[config.mk]
export PLATFORM = sky130hd
export DESIGN_NAME = block_loader_flat
export DESIGN_NICKNAME = d
export VERILOG_FILES = /design/src/rtl/block_loader_if.sv /design/src/rtl/block_loader.sv /design/src/flat_wrapper.sv
export SDC_FILE = /design/constraint.sdc
export NUM_CORES = 1
export LEC_CHECK = 0
export CORE_MARGIN = 1
export CORE_UTILIZATION = 37
export CTS_BUF_LIST = sky130_fd_sc_hd__clkbuf_4
export DETAILED_ROUTE_END_ITERATION = 7
export GPL_TIMING_DRIVEN = 1
export PLACE_DENSITY = 0.71
export RECOVER_POWER = 100
export REMOVE_ABC_BUFFERS = 1
export SLEW_MARGIN = 20
export SYNTH_ARGS = -nofsm -noshare
export SYNTH_HDL_FRONTEND = slang
export SYNTH_SLANG_ARGS = --single-unit
export TNS_END_PERCENT = 20
[constraint.sdc]
create_clock -name clk -period 3.7 [get_ports clk]
set_clock_uncertainty 0.2 [all_clocks]
set_input_delay 0.37 -clock clk [delete_from_list [all_inputs] [get_ports clk]]
set_output_delay 0.37 -clock clk [all_outputs]
set_load 0.02 [all_outputs]
[src/rtl/block_loader_if.sv]
// rtl/block_loader_if.sv - word stream handshake into the block loader
interface block_loader_if #(
  parameter int DATAW = 10
);
  logic [DATAW-1:0] in_data;
  logic             in_valid;
  logic             in_ready;
  logic             key_hold;

  modport master (output in_data, output in_valid, output key_hold, input in_ready);
  modport slave  (input in_data, input in_valid, input key_hold, output in_ready);
endinterface

[src/rtl/block_loader.sv]
// rtl/block_loader.sv - assembles key/data blocks from a word stream, double-buffered
module block_loader #(
  parameter int DATAW = 10
) (
  input  logic               clk,
  input  logic               rst,
  block_loader_if.slave      strm,
  input  logic               lfsrset,
  output logic [4*DATAW-1:0] Key,
  output logic [2*DATAW-1:0] Data,
  output logic               income,
  output logic               underrun
);

  logic [2:0]         wcnt;
  logic               key_loaded;
  logic               lfsrset_q;
  logic               sh_full;
  logic [4*DATAW-1:0] sh_key;
  logic [2*DATAW-1:0] sh_data;

  logic accept;
  logic consume;
  logic promote;
  logic hold_frame;

  assign strm.in_ready = ~sh_full;
  assign accept        = strm.in_valid & ~sh_full;
  assign consume       = lfsrset_q & ~lfsrset;
  assign promote       = sh_full & (~income | consume);
  // A key_hold request only counts once a key has actually been loaded.
  assign hold_frame    = (wcnt == 3'd0) & strm.key_hold & key_loaded;

  always_ff @(posedge clk or posedge rst) begin
    if (rst) begin
      wcnt       <= 3'd0;
      key_loaded <= 1'b0;
      lfsrset_q  <= 1'b0;
      sh_full    <= 1'b0;
      sh_key     <= '0;
      sh_data    <= '0;
      Key        <= '0;
      Data       <= '0;
      income     <= 1'b0;
      underrun   <= 1'b0;
    end else begin
      lfsrset_q <= lfsrset;

      // accept needs an empty shadow and promote a full one, so they never collide
      if (accept) begin
        if (hold_frame) begin
          sh_data[0 +: DATAW] <= strm.in_data;
          wcnt                <= 3'd5;
        end else if (wcnt < 3'd4) begin
          sh_key[int'(wcnt[1:0])*DATAW +: DATAW] <= strm.in_data;
          wcnt                                   <= wcnt + 3'd1;
        end else if (wcnt == 3'd4) begin
          sh_data[0 +: DATAW] <= strm.in_data;
          wcnt                <= 3'd5;
        end else begin
          sh_data[DATAW +: DATAW] <= strm.in_data;
          wcnt                    <= 3'd0;
          sh_full                 <= 1'b1;
          key_loaded              <= 1'b1;
        end
      end

      if (promote) begin
        Key     <= sh_key;
        Data    <= sh_data;
        income  <= 1'b1;
        sh_full <= 1'b0;
      end else if (consume) begin
        income <= 1'b0;
      end

      if (consume & ~income) begin
        underrun <= 1'b1;
      end
    end
  end

endmodule

[src/flat_wrapper.sv]
// flat-port wrapper written by rule: the top's interface ports become plain ports
module block_loader_flat 
#(
  parameter int DATAW = 10
)
  (clk, rst, lfsrset, Key, Data, income, underrun, strm_in_data, strm_in_valid, strm_key_hold, strm_in_ready);
  block_loader_if #(.DATAW(DATAW)) strm_i ();
  input  logic clk;
  input  logic rst;
  input  logic lfsrset;
  output logic [4*DATAW-1:0] Key;
  output logic [2*DATAW-1:0] Data;
  output logic income;
  output logic underrun;
  input wire logic [$bits(strm_i.in_data)-1:0] strm_in_data;
  input wire logic [$bits(strm_i.in_valid)-1:0] strm_in_valid;
  input wire logic [$bits(strm_i.key_hold)-1:0] strm_key_hold;
  output wire logic [$bits(strm_i.in_ready)-1:0] strm_in_ready;
  assign strm_i.in_data = strm_in_data;
  assign strm_i.in_valid = strm_in_valid;
  assign strm_i.key_hold = strm_key_hold;
  assign strm_in_ready = strm_i.in_ready;
  block_loader #(.DATAW(DATAW)) u_core (.clk(clk), .rst(rst), .strm(strm_i), .lfsrset(lfsrset), .Key(Key), .Data(Data), .income(income), .underrun(underrun));
endmodule
==> results of run 1 <==
-- cell usage after synthesis, drive strengths merged, types with 2 or more instances --
library cell  number  share of area
a21oi              5         0.0053
a22o               5         0.0080
a31oi              2         0.0035
buf               16          0.016
clkbuf             8         0.0055
dfrtp            128           0.59
ha                 6          0.014
inv                8         0.0055
mux2              82           0.17
mux2i              9          0.017
mux4               2         0.0083
nand2             49          0.034
nand2b             5         0.0057
nand3             10         0.0092
nand3b             4         0.0055
nand4              2         0.0023
nand4bb            2         0.0041
nor2              15          0.012
nor2b              2         0.0023
nor3               2         0.0018
o21a               3         0.0041
o21ai             38          0.035
o22ai              2         0.0023
o31ai             10          0.014
o41ai              2         0.0032
or2                3         0.0035
or4                2         0.0028
-- worst max-delay path, stage by stage --
cell and delay [ns]:
sky130_fd_sc_hd__dlygate4sd3_1 0.55, sky130_fd_sc_hd__clkinvlp_2 1.22, sky130_fd_sc_hd__clkbuf_4 0.95
-- per-stage QoR --
| stage | power, uW | setup WS, ns | hold WS, ns | utilization | instance area [um2] |
|---|---|---|---|---|---|
| after detailed placement | 5060 | 0.936 | 0.264 | 0.453 | 6380 |
| after floorplan | 3990 | -0.283 | 0.201 | - | 5320 |
| after global placement | 4980 | 1.04 | 0.263 | 0.453 | 6380 |
| after CTS | 5970 | 0.909 | 0.0592 | 0.471 | 6640 |
| final | 5760 | 0.892 | 0.237 | 0.468 | 6590 |
| after global routing | 6160 | 0.393 | 0.192 | 0.468 | 6590 |
-- state kept, by name, summed over array words and instances, names as in the netlist --
name,count
u_core.lfsrset_q,1
u_core.sh_key,40
u_core.Data,20
u_core.sh_full,1
u_core.Key,40
u_core.sh_data,20
u_core.wcnt,3
u_core.key_loaded,1
u_core.underrun,1
u_core.income,1
-- path summary, 6_finish.rpt --
check	start	to	slack [ns]
max in group clk	u_core.wcnt[0]	u_core.sh_key[25]	0.89
min in group asynchronous	rst	u_core.income	0.65
max	rst	u_core.sh_key[14]	0.89
min reg2reg	u_core.underrun	u_core.underrun	0.28
max reg2reg	u_core.wcnt[0]	u_core.sh_key[25]	0.89
min	lfsrset	u_core.lfsrset_q	0.24
-- kinds of logic after synthesis --
logic type | count (synthesis) | synth area share
AO/OA/AOI/OAI | 73 | 0.0851
multiplexers | 93 | 0.195
flip-flops | 128 | 0.589
buffers and inverters | 32 | 0.0269
adder cells (fa/ha/maj) | 6 | 0.0138
AND/OR/NAND/NOR | 101 | 0.0902
-- routing by layer --
metal	up-vias	wire (um)	track usage
met4	0	122	0.0542
li1	1700	-	-
met5	-	0	0
met2	74	5620	0.269
met1	1819	5380	0.225
met3	12	557	0.0498
-- power groups by stage --
stage / logic [uW] / registers, uW / clock network, uW
2_1_floorplan: 1380 / 2620 / 0
4_1_cts: 2720 / 2320 / 930
3_3_place_gp: 2670 / 2310 / 0
5_1_grt: 2800 / 2380 / 986
3_5_place_dp: 2710 / 2350 / 0
6_report: 2570 / 2300 / 894
-- final cells by class --
| class | count | area, um2 | share of cell area |
|---|---|---|---|
| flip-flops and latches | 128 | 3200 | 0.486 |
| multi-input cells | 273 | 2080 | 0.315 |
| repair buffers | 82 | 798 | 0.121 |
| well taps | 180 | 225 | 0.0342 |
| clock buffers | 22 | 165 | 0.0251 |
| clock inverters | 8 | 91.3 | 0.0139 |
| inverters | 8 | 31.3 | 0.00475 |
==> reports/results.txt, run 1 <==
The tools report the final net count as 531. The checks that failed: max-capacitance violations, max-slew violations. TritonCTS built the clock tree. The total global routing track utilization is 0.170.

The switching part of the total power works out to 0.382. The root buffer cell chosen for the clock tree is sky130_fd_sc_hd__clkbuf_4. The worst setup path is of the in -> async kind.

Number of buffer cells added on primary ports: 77. Counting the fill cells in the layout gives 1,319. Dividing the detail-routed via count by the number of cells gives 5.14. For the largest net degree at the start of global routing, the log shows 66. For this run, the detailed router's first-pass iteration total came to 5.

For the power share of the combinational group, the log shows 0.446. STA classifies the critical path endpoint as an asynchronous set/reset pin. After clock tree synthesis, the flow added hold-fix buffers numbering 0. Counting distinct cell types in the post-synthesis netlist gives 49. The tightest min-delay check is of the in -> reg type. The initial antenna violation count came out at 0. Time the worst path needs with I/O delays and setup: 2.81 ns.

The post-layout instance count excluding filler cells came out at 701. Estimated wirelength of the detail-placed design: 8260 um. The worst setup path is launched from an input port.

The fraction of layout instances using a drive strength above 1 works out to 0.209. After synthesis the netlist holds a flip-flop and latch count of 128. Compared with the post-synthesis result, the final layout area differs by 21.1%. The run gives 0.431 mV as the worst ir drop on vdd. The count of nets left with antenna violations once routing finished came out at 0.

Setup repair after global routing left no endpoint under its margin. Setup violations remaining at the end of the flow were counted as 0. The aggregate negative setup slack is 0 ns, and the cell area after synthesis is 5440 um2. At the end of routability-driven placement, the weighted congestion stood at 0.848.

The number of sinks driven by the clock tree is 128. In this run the core area contains 43 standard-cell rows. The run finished, with violations left. 78 I/O pins were placed. Number of synthesized flops with an enable pin: 0. The wire length after detailed routing was 11,700 um; the number of instances in the synthesized netlist was 433. 0 antenna diodes ended up in the layout. For this design the total switching power over the nets is 2200 uW.

The leftover overflow at the end of global routing is 0, and the clock latency of the later-clocked register in the worst-skew pair is 0.53 ns. The most common library cell in the layout ignoring fill and taps is sky130_fd_sc_hd__dfrtp_1. For the number of global-route vias before repair, the log shows 3,785. In this run the worst path has a maximum fanout of 65.

The clock passes through at most 2 buffers. The maximum clock rate is 356 MHz, and the CTS clock-pin slew for the worst setup and hold paths is 0.11 ns. The first global-routing pass estimated 19,400 um of wire.

The max-slew violation count came out at 113. The number of cells on the worst hold path came out at 1. After detailed routing, the number of remaining DRC violations is 0. Clock buffer count from CTS: 17. For the remaining max-slew budget at the tightest pin, the log shows -0.430. Number of failing hold endpoints at the final stage: 0.

The portion of the clock cycle consumed by the worst path in the final layout works out to 0.759. The DRC marker count from the first detailed-route iteration was 160; the part of the Yosys area used for sequential elements was 0.589. Data on the critical path arrives at its endpoint at 3.16 ns. The async set-or-reset flop fraction in the synthesized netlist is 1.00. The total area inside the core boundary comes to 14,100 um2.

The average detailed-routed wire length per instance was 16.7 um. The vertical extent of the die was 123 um. The cell total after placement came out at 671.

Max-cap violations in this run came to 2. Gates resized during post-CTS repair numbered 0. The initial standard-cell utilization of the core was 0.386; the internal power of the cells was 3560 uW.

Leaving out fill and tap cells, the most frequent cells in the layout are 128 x sky130_fd_sc_hd__dfrtp_1, 70 x sky130_fd_sc_hd__mux2_2, 65 x sky130_fd_sc_hd__dlygate4sd3_1, 49 x sky130_fd_sc_hd__nand2_1, 33 x sky130_fd_sc_hd__o21ai_0. A synthesized cell averages 12.6 um2. The worst-case reg-to-reg path depth was 4; the number of post-CTS setup repair buffers was 0. The power share of the sequential group was 0.399. Required time reported for the critical path endpoint: 4.05 ns. At the pin with the least slew margin, the transition time is 2.13 ns.

Among all flip-flop cells after synthesis, the most frequent one is sky130_fd_sc_hd__dfrtp_1. The routed layout has 3,605 vias. The floorplan step set the die width to 123 um. The clock network fraction of design power is 0.155, and the power per cell area is 874 nW/um2.

During synthesis, Yosys emitted a total of 0 warnings. The number of H-tree levels was 4; the leakage dissipation was 0.00303 uW. The die covers 15,200 um2.
Power figures use the tool's default switching activity.
==> run 2: changes to the inputs <==
Settings changed: PLACE_DENSITY 0.71 to 0.69.
Clock period 3.7 ns to 2.9 ns, I/O delays scaled along.
==> run 2 against run 1 <==
Against the previous run:
- combinational power up 30%
- the flow now finishes without violations
- global-route usage up 0.89 points
- worst hold slack gained 0.024 ns
==> reports/results.txt, run 2 (synthesis results as in run 1) <==
The flow ran to the end, and the final reports show no timing, DRC or antenna violations. The leakage dissipation was 0.00308 uW; the clock latency of the later-clocked register in the worst-skew pair was 0.54 ns. Global routing finished with a remaining overflow of 0. The floorplan step set the die height to 123 um. After layout, the minimum clock period comes to 2.62 ns.

For the pin with the worst max-slew slack, the measured transition is 1.08 ns. The tools report the power share of the combinational group as 0.450. The congestion estimate from routability-driven global placement came to 0.902.

For the initial antenna violation count, the log shows 0. The library cell used most frequently in the layout, excluding fill and tap cells, is sky130_fd_sc_hd__dfrtp_1. The number of post-CTS setup repair buffers came out at 0. The ratio of routed vias to standard cells was 5.20. The type of the worst setup path was reg -> reg. The worst register-to-register path has a setup slack of 0.28 ns. The clock network fraction of design power was 0.154. The first-pass GRT wire length was 20,200 um. Leaving out fill and tap cells, the most frequent cells in the layout are 128 x sky130_fd_sc_hd__dfrtp_1, 70 x sky130_fd_sc_hd__mux2_2, 67 x sky130_fd_sc_hd__dlygate4sd3_1, 49 x sky130_fd_sc_hd__nand2_1, 34 x sky130_fd_sc_hd__o21ai_0.

Root buffer selected by CTS: sky130_fd_sc_hd__clkbuf_4. The run gives 7410 uW as the post-route total power. Once detail routing completed, the nets flagged for antenna violations numbered 0. The largest registers in the layout are u_core.Key: 40 flops, u_core.sh_key: 40 flops. The remaining max-slew budget at the tightest pin came out at 0.280. Critical path endpoint category: a flop.

The data arrival time at the worst-slack endpoint is 2.84 ns, and the critical-path maximum fanout is 15. The I/O pin total was 78. The finished cells cover 6690 um2. The tools report the filler cell count in the final layout as 1,298. The class of the worst hold path was in -> reg. The die covers 15,200 um2. TritonCTS built the clock tree.

The tools report the worst ir drop on vdd as 0.494 mV. Instance area after placement: 6470 um2. The required time reported for the critical path endpoint is 3.13 ns, and the wire length after detailed routing is 12,100 um.

For this design the total switching power over the nets is 2850 uW. For the estimated wirelength of the detail-placed design, the log shows 8590 um. The critical path launch point type is a flop. The fraction of layout instances using a drive strength above 1 was 0.207. The initialized floorplan defines 43 standard-cell rows. The number of vias after detailed routing was 3,718. Clock tree synthesis found a total of 128 sinks.

In the final routed layout, each cell accounts on average for 17.0 um. No sink is reached through more buffers than the 2 on the longest clock path. The DRC violation count after routing was 0. The power per cell area was 1110 nW/um2. The total area inside the core boundary comes to 14,100 um2. The area overhead of the layout relative to synthesis is 22.9%.

For the clock buffer count from CTS, the log shows 17. The max-slew violation count is 0, and the initial standard-cell utilization of the core is 0.386. For this block, the initial DRC count from the detailed router was 236.

0 antenna diodes ended up in the layout. For the number of violations of the max-capacitance limit, the log shows 0. For the final net count, the log shows 544.

The tools report the total global routing track utilization as 0.179. For this design, the CTS-stage hold fixing added 2 buffers. The chip width works out to 123 um. Entering global routing, the biggest net connects 62 pins.

The number of global-route vias before repair was 3,868; the final count of negative-setup-slack endpoints was 0. The portion of the clock cycle consumed by the worst path in the final layout came out at 0.902. Maximum clock rate: 382 MHz. The switching part of the total power is 0.385, and the number of iterations in the first detailed-routing pass is 4. Setup repair after global routing left no endpoint under its margin.

Internal power comes to 4560 uW. The number of failing hold endpoints at the final stage came out at 0. After clock tree synthesis, the clock-pin slew on the worst setup and hold paths is 0.10 ns. The aggregate negative setup slack came out at 0 ns.

The clock tree synthesis step divided the H-tree into 4 levels. The tools report the power share of the sequential group as 0.396. The run gives 0 as the number of gates resized after CTS. In this run the tool buffered the top-level ports with 77 buffer cells.
[run 2: changes by cell type in the layout (fill, tap and decap cells not counted), sizes merged]
cell and delta:
dlygate4sd3 +2, clkbuf +2, clkinvlp -2, clkinv +3, inv +1, buf +8
[run 2: stage by stage]
stage	hold WS (ns)	utilization	instances	worst slack, ns
2_1_floorplan	0.121	-	409	-1.00
3_3_place_gp	0.264	0.459	682	0.542
3_5_place_dp	0.266	0.459	682	0.510
4_1_cts	0.255	0.479	715	0.484
5_1_grt	0.245	0.474	715	0.191
6_report	0.261	0.474	715	0.285
[run 2: power by group through the flow]
| stage | clock (uW) | combinational, uW | sequential, uW |
|---|---|---|---|
| after global placement | 0 | 3490 | 2970 |
| after floorplan | 0 | 1750 | 3340 |
| after detailed placement | 0 | 3540 | 3000 |
| after CTS | 1170 | 3560 | 2970 |
| after global routing | 1260 | 3640 | 3040 |
| final | 1140 | 3330 | 2940 |
[run 2: cell type report]
cell class	instances	area, um2	share of cell area
Sequential cell	128	3200	0.479
Tap cell	180	225	0.0337
Clock inverter	10	95.1	0.0142
Timing Repair Buffer	95	910	0.136
Multi-Input combinational cell	273	2070	0.309
Clock buffer	21	158	0.0236
Inverter	8	30.0	0.00449
[run 2: critical path, cell delays in order, from the launching register on]
cell and delay [ns]:
sky130_fd_sc_hd__dfrtp_1 0.39, sky130_fd_sc_hd__inv_1 0.16, sky130_fd_sc_hd__ha_1 0.19, sky130_fd_sc_hd__clkbuf_1 0.50, sky130_fd_sc_hd__inv_1 0.25, sky130_fd_sc_hd__nor2_1 0.20, sky130_fd_sc_hd__nand4_1 0.25, sky130_fd_sc_hd__o21ai_0 0.36
[run 2: metal layers]
metal	routed length [um]	global-route usage	vias up	share of wire
met5	0	0	-	0
met4	291	0.0881	0	0.024
met3	773	0.0549	24	0.064
met2	5630	0.272	115	0.46
met1	5450	0.232	1861	0.45
li1	-	-	1718	-
[run 2: worst paths after layout]
kind                                    from                end  depth (start not counted)
max                           u_core.wcnt[0]   u_core.sh_key[2]                          7
min                            strm_key_hold     u_core.wcnt[2]                          3
max reg2reg                   u_core.wcnt[0]   u_core.sh_key[2]                          7
min reg2reg                u_core.sh_key[15]  u_core.sh_key[15]                          2
max in group asynchronous                rst  u_core.sh_data[8]                          4
min in group asynchronous                rst     u_core.sh_full                          3
